--- config.mk ---
export PLATFORM = sky130hd
export DESIGN_NAME = cpu6_ifu_prefetch
export DESIGN_NICKNAME = d
export VERILOG_FILES = /design/src/rtl/cpu6_ifu_prefetch_pkg.sv /design/src/rtl/cpu6_fifo_sync.sv /design/src/rtl/cpu6_ifu_prefetch.sv
export SDC_FILE = /design/constraint.sdc
export NUM_CORES = 1
export LEC_CHECK = 0
export CORE_MARGIN = 2
export CORE_UTILIZATION = 47
export CTS_CLUSTER_SIZE = 40
export DETAILED_ROUTE_END_ITERATION = 16
export PLACE_DENSITY = 0.76
export SLEW_MARGIN = 0
export SYNTH_ARGS = -nofsm -noshare
export SYNTH_HDL_FRONTEND = slang
export SYNTH_SLANG_ARGS = --single-unit
--- constraint.sdc ---
create_clock -name clk -period 5.88 [get_ports clk]
set_input_delay 0.588 -clock clk [delete_from_list [all_inputs] [get_ports clk]]
set_output_delay 0.588 -clock clk [all_outputs]
set_load 0.02 [all_outputs]
--- src/rtl/cpu6_ifu_prefetch_pkg.sv ---
// Shared constants and FSM state type for the cpu6 instruction prefetch unit.
package cpu6_ifu_prefetch_pkg;
  localparam int CPU6_XLEN = 32;
  localparam logic [CPU6_XLEN-1:0] NOP = 32'h00000013;

  typedef enum logic [1:0] {
    ST_BOOT  = 2'd0,
    ST_RUN   = 2'd1,
    ST_FLUSH = 2'd2
  } state_t;
endpackage

--- src/rtl/cpu6_fifo_sync.sv ---
// Small synchronous FIFO with a combinational head and a synchronous clear.
module cpu6_fifo_sync #(
  parameter int WIDTH = 8,
  parameter int DEPTH = 2
) (
  input  logic                         clk,
  input  logic                         reset,
  input  logic                         clear,
  input  logic                         push,
  input  logic [WIDTH-1:0]             push_data,
  input  logic                         pop,
  output logic [WIDTH-1:0]             head,
  output logic [$clog2(DEPTH+1)-1:0]   count,
  output logic                         empty
);
  localparam int AW = (DEPTH > 1) ? $clog2(DEPTH) : 1;
  localparam int CW = $clog2(DEPTH + 1);

  logic [WIDTH-1:0] mem [DEPTH];
  logic [AW-1:0]    rd_ptr;
  logic [AW-1:0]    wr_ptr;

  // Pointers wrap explicitly so non-power-of-two depths work too.
  function automatic logic [AW-1:0] ptr_inc(input logic [AW-1:0] p);
    return (p == AW'(DEPTH - 1)) ? '0 : p + AW'(1);
  endfunction

  always_ff @(posedge clk or posedge reset) begin
    if (reset) begin
      rd_ptr <= '0;
      wr_ptr <= '0;
      count  <= '0;
    end else if (clear) begin
      rd_ptr <= '0;
      wr_ptr <= '0;
      count  <= '0;
    end else begin
      if (push) wr_ptr <= ptr_inc(wr_ptr);
      if (pop)  rd_ptr <= ptr_inc(rd_ptr);
      case ({push, pop})
        2'b10:   count <= count + CW'(1);
        2'b01:   count <= count - CW'(1);
        default: count <= count;
      endcase
    end
  end

  always_ff @(posedge clk) begin
    if (push) mem[wr_ptr] <= push_data;
  end

  assign head  = mem[rd_ptr];
  assign empty = (count == '0);
endmodule

--- src/rtl/cpu6_ifu_prefetch.sv ---
// Instruction prefetch unit: credit-limited sequential fetch over req/gnt/rvalid,
// buffered {pc, instr} delivery to the core, and drop-counting on redirect.
module cpu6_ifu_prefetch
  import cpu6_ifu_prefetch_pkg::*;
#(
  parameter int                    DEPTH    = 2,
  parameter logic [CPU6_XLEN-1:0]  RESET_PC = 32'h00000000
) (
  input  logic                  clk,
  input  logic                  reset,
  input  logic                  redirect,
  input  logic [CPU6_XLEN-1:0]  redirect_pc,
  input  logic                  stallF,
  output logic                  instr_valid,
  output logic [CPU6_XLEN-1:0]  instr,
  output logic [CPU6_XLEN-1:0]  instr_pc,
  output logic                  imem_req,
  output logic [CPU6_XLEN-1:0]  imem_addr,
  input  logic                  imem_gnt,
  input  logic                  imem_rvalid,
  input  logic [CPU6_XLEN-1:0]  imem_rdata,
  output state_t                fsm_state
);
  localparam int XL = CPU6_XLEN;
  localparam int CW = $clog2(DEPTH + 1);

  // Handshake: a fetch is accepted on any cycle with imem_req & imem_gnt; responses
  // come back in request order one per imem_rvalid; the core consumes the head on
  // instr_valid & ~stallF.

  state_t         state, state_next;
  logic [XL-1:0]  fetch_pc;
  logic [CW-1:0]  outstanding, outstanding_next;
  logic [CW-1:0]  drop_cnt, drop_next;
  logic [CW-1:0]  count, pcq_count;
  logic [CW:0]    credit_used;
  logic           accept, keep, pop, buf_empty, pcq_empty;
  logic [XL-1:0]  pcq_head, head_pc, head_instr;

  assign credit_used = {1'b0, count} + {1'b0, outstanding};
  assign imem_req    = (state == ST_RUN) && !redirect && (credit_used < (CW+1)'(DEPTH));
  assign imem_addr   = fetch_pc;
  assign accept      = imem_req & imem_gnt;
  // A response is kept only if it belongs to the live stream.
  assign keep        = imem_rvalid & ~redirect & (drop_cnt == '0);
  assign instr_valid = ~buf_empty;
  assign pop         = instr_valid & ~stallF & ~redirect;
  assign instr       = instr_valid ? head_instr : NOP;
  assign instr_pc    = head_pc;
  assign fsm_state   = state;

  always_comb begin
    outstanding_next = outstanding + CW'(accept) - CW'(imem_rvalid);
    drop_next        = drop_cnt;
    state_next       = state;
    if (redirect)
      drop_next = outstanding_next;
    else if (imem_rvalid && drop_cnt != '0)
      drop_next = drop_cnt - CW'(1);
    case (state)
      ST_BOOT: state_next = ST_RUN;
      default: state_next = (drop_next != '0) ? ST_FLUSH : ST_RUN;
    endcase
  end

  always_ff @(posedge clk or posedge reset) begin
    if (reset) begin
      state       <= ST_BOOT;
      fetch_pc    <= RESET_PC;
      outstanding <= '0;
      drop_cnt    <= '0;
    end else begin
      state       <= state_next;
      outstanding <= outstanding_next;
      drop_cnt    <= drop_next;
      if (redirect)    fetch_pc <= redirect_pc & ~XL'(3);
      else if (accept) fetch_pc <= fetch_pc + XL'(4);
    end
  end

  // In-flight PCs: one entry per accepted request, retired by its response even when dropped.
  cpu6_fifo_sync #(.WIDTH(XL), .DEPTH(DEPTH)) u_pcq (
    .clk       (clk),
    .reset     (reset),
    .clear     (1'b0),
    .push      (accept),
    .push_data (fetch_pc),
    .pop       (imem_rvalid),
    .head      (pcq_head),
    .count     (pcq_count),
    .empty     (pcq_empty)
  );

  cpu6_fifo_sync #(.WIDTH(2*XL), .DEPTH(DEPTH)) u_buf (
    .clk       (clk),
    .reset     (reset),
    .clear     (redirect),
    .push      (keep),
    .push_data ({pcq_head, imem_rdata}),
    .pop       (pop),
    .head      ({head_pc, head_instr}),
    .count     (count),
    .empty     (buf_empty)
  );

  a_outstanding_bound: assert property (@(posedge clk) disable iff (reset)
    outstanding <= CW'(DEPTH));
  a_pcq_tracks: assert property (@(posedge clk) disable iff (reset)
    (pcq_count == outstanding) && !(imem_rvalid && pcq_empty));
endmodule

==> impl_metrics.csv <==
group,metric,value,unit
layout,drive_gt1_share,14.8,%
power,fin_total_pwr,4600,uW
grt,grt_pass1_vias,5914,
synth,ys.flop_type,"edfxtp_1",
grt,antenna_found_initial,0,
status,status,"completed",
sta,fin_worst_skew,0.0145,ns
clock_network,cts_sinks,226,
power,powerDensity,384,nW/um^2
clock_network,clkTransAtPathRegs,0.07,ns
clock_network,worst_skew_pair.late_latency,0.51,ns
power,ir_drop,0.220,mV
grt,use_met3,3.87,%
synth,syn_avg_cell_area,15.2,um^2
sta,post-route-period-util,69.5,%
grt,top_usage_layer,"met2",
worst_setup_path,slowest_stage,"and2_1",
floorplanning,std_cell_rows,51,
layout,layout_commonest_cell,"edfxtp_1",
routing,wirelength,19900,um
synth,ys_seq_area_share,71.4,%
min_path,hold_path_class,"in2async",
sta,layout_min_cycle_time,4.09,ns
floorplanning,fp.dieW,144,um
clock_network,cts_inserted_buffers,24,
synth,ys_ff_latch,226,
synth,synth_fa_ha_area_share,0.761,%
grt,track_usage,19.1,%
floorplanning,die_h,144,um
sta,hold_viol,0,
clock_network,postCtsResizedCells,0,
placement,numPortBuffers,163,
routing,vias,5781,
layout,syn_to_final_growth,29.9,%
synth,synth_compound_area_share,4.61,%
routing,wl_per_cell,18.9,um
grt,grt_pass1_wl,30600,um
worst_setup_path,cp_max_fo,33,
sta,finalSetupViolCount,0,
routing,final_antenna_net_count,0,
worst_setup_path,path_cells,"and2_1 -> fa_1 -> nor4b_4 -> and2_1 -> inv_2 -> ha_1 -> inv_1 -> ha_1 -> xnor2_1 -> xnor2_1 -> nand2_1 -> o21ai_0 -> o22ai_1",
grt,overflow,0,
clock_network,clockBufferDepth,3,
routing,firstDrtPassIters,6,
synth,synth_area_leaders,"edfxtp_1 (60%), dfrtp_1 (11%), mux2_2 (7.3%)",
sta,tns,0,ns
clock_network,cts_tree,"built",
clock_network,hold_buffers,0,
grt,grt_max_degree,65,
sta,worstMarginPinSlew,1.01,ns
synth,yosysWarnings,0,
synth,synthMuxAreaShare,11.4,%
placement,place_congestion,0.823,
worst_setup_path,end_kind,"flop",
synth,yosys.area.top_type,"edfxtp_1",
sta,slew_violations,0,
layout,antennaDiodeCount,0,
synth,async_flop_share,18.6,%
worst_setup_path,crit_type,"reg2reg",
synth,synthDistinctLibCells,46,
synth,synthCells,606,
clock_network,clock-root-buffer,"clkbuf_16",
synth,synth_top_area_share,60.0,%
floorplanning,ioPinCount,170,
routing,vias_per_cell,5.46,
synth,synth_xor_area_share,0.761,%
clock_network,htreeDepth,1,
sta,rsz0062_at_grt,"false",
routing,drc,0,
layout,mostFrequentLayoutCells,"edfxtp_1 (184), clkdlybuf4s50_1 (162), mux2_2 (60)",
floorplanning,core,19300,um^2
worst_setup_path,max_stage_delay,0.68,ns
power,p_leak,0.00416,uW
worst_setup_path,worstPathRequired,6.25,ns
floorplanning,dieArea,20700,um^2
layout,final_nets,851,
synth,yosys.area_share.simple,9.13,%
routing,drtIter0Drc,363,
synth,synth_top_family_by_area,"multiplexers",
grt,use_met1,24.0,%
floorplanning,initial_utilization,47.6,%
synth,syn_area,9210,um^2
sta,fmax,245,MHz
run,cap_violations,0,
worst_setup_path,start_kind,"flop",
sta,relSlewSlack,32.5,%
synth,synth_edf_count,184,
clock_network,post-cts-setup-buffers,0,
worst_setup_path,worst_ep_arrival_time,4.46,ns
placement,hpwlAfterDp,12500,um
grt,use_met2,33.0,%
## kinds of logic (layout without fill, tap and decap cells)
family / count (synthesis) / in the layout
xor+xnor: 8 / 8
other cells: 1 / 4
mux: 97 / 97
flops: 226 / 226
buf+inv: 39 / 223
fa+ha+maj: 5 / 5
simple gates: 165 / 165
compound gates: 65 / 65
## layout make-up
cell class                 instances  area (um^2)
fill                            1419         7370
sequential                       226         6580
multi-input combinational        344         2490
timing repair buffer             171         1690
clock buffer                      31          678
tap                              265          332
clock inverter                    12          158
inverter                           9         33.8
## registers in the layout, indices dropped and copies added (netlist names)
signal,flops
drop_cnt,2
fsm_state,2
imem_addr,30
outstanding,2
u_buf.count,2
u_buf.mem,124
u_buf.rd_ptr,1
u_buf.wr_ptr,1
u_pcq.mem,60
u_pcq.rd_ptr,1
u_pcq.wr_ptr,1
## power breakdown
group	total [uW]	internal, uW	switching [uW]
clock network	1580	984	594
registers	2100	1940	154
logic	921	446	475
total	4600	3370	1220
## through the flow
stage               hold slack [ns]  instances  util [%]  setup WS, ns  cell area [um^2]
global placement              0.498       1015      57.5          1.93             11100
finish                        0.515       1058      61.9          1.79             12000
floorplan                     0.460        609         -          1.82              9230
CTS                           0.522       1058      61.9          1.86             12000
global route                  0.550       1058      61.9          1.55             12000
detailed placement            0.512       1015      57.5          1.87             11100
## per-layer routing
| layer | share of wire [%] | wire [um] |
|---|---|---|
| met1 | 40 | 7970 |
| met2 | 49 | 9860 |
| met3 | 7.9 | 1580 |
| met4 | 2.7 | 535 |
| met5 | 0 | 0 |
## cells in the mapped netlist (2+ instances only)
library cell	number
and3_1	9
or3_1	2
nor4_1	3
nand4_1	12
nand3_1	19
ha_1	4
buf_2	2
o311ai_0	6
xnor2_1	5
a22oi_1	4
a221o_1	4
o211ai_1	7
o21ai_0	24
and4_1	3
nor2_1	56
buf_1	5
and2_1	4
inv_1	8
mux2i_1	37
dfrtp_1	42
nor3b_1	2
nor2b_1	2
nand2_1	40
buf_4	5
a31o_2	2
a21oi_1	8
edfxtp_1	184
xor2_1	3
a31oi_1	5
clkbuf_1	17
a32oi_1	2
nor3_1	3
nand2b_1	4
mux2_2	60
nor4_4	2
## critical path, delay by kind of cell, from the launching register on
kind	cells	cell delay [ns]
adder cells (fa/ha/maj)	3	1.08
AO/OA/AOI/OAI	2	0.31
XOR/XNOR	2	0.35
buffers and inverters	2	0.50
flip-flops	1	0.45
AND/OR/NAND/NOR	4	1.25
## path summary, 6_finish.rpt
path / from / end / slack, ns / cells past startpoint
max reg2reg: u_buf.count[0] / fsm_state[0] / 1.79 / 13
min: reset / imem_addr[6] / 0.51 / 3
max in group asynchronous: reset / u_buf.rd_ptr / 4.94 / 3
min reg2reg: u_pcq.wr_ptr / u_pcq.wr_ptr / 0.51 / 1
min in group clk: u_pcq.wr_ptr / u_pcq.wr_ptr / 0.52 / 1
max: u_buf.count[0] / fsm_state[0] / 1.79 / 13
(Power assumes the default switching activity.)
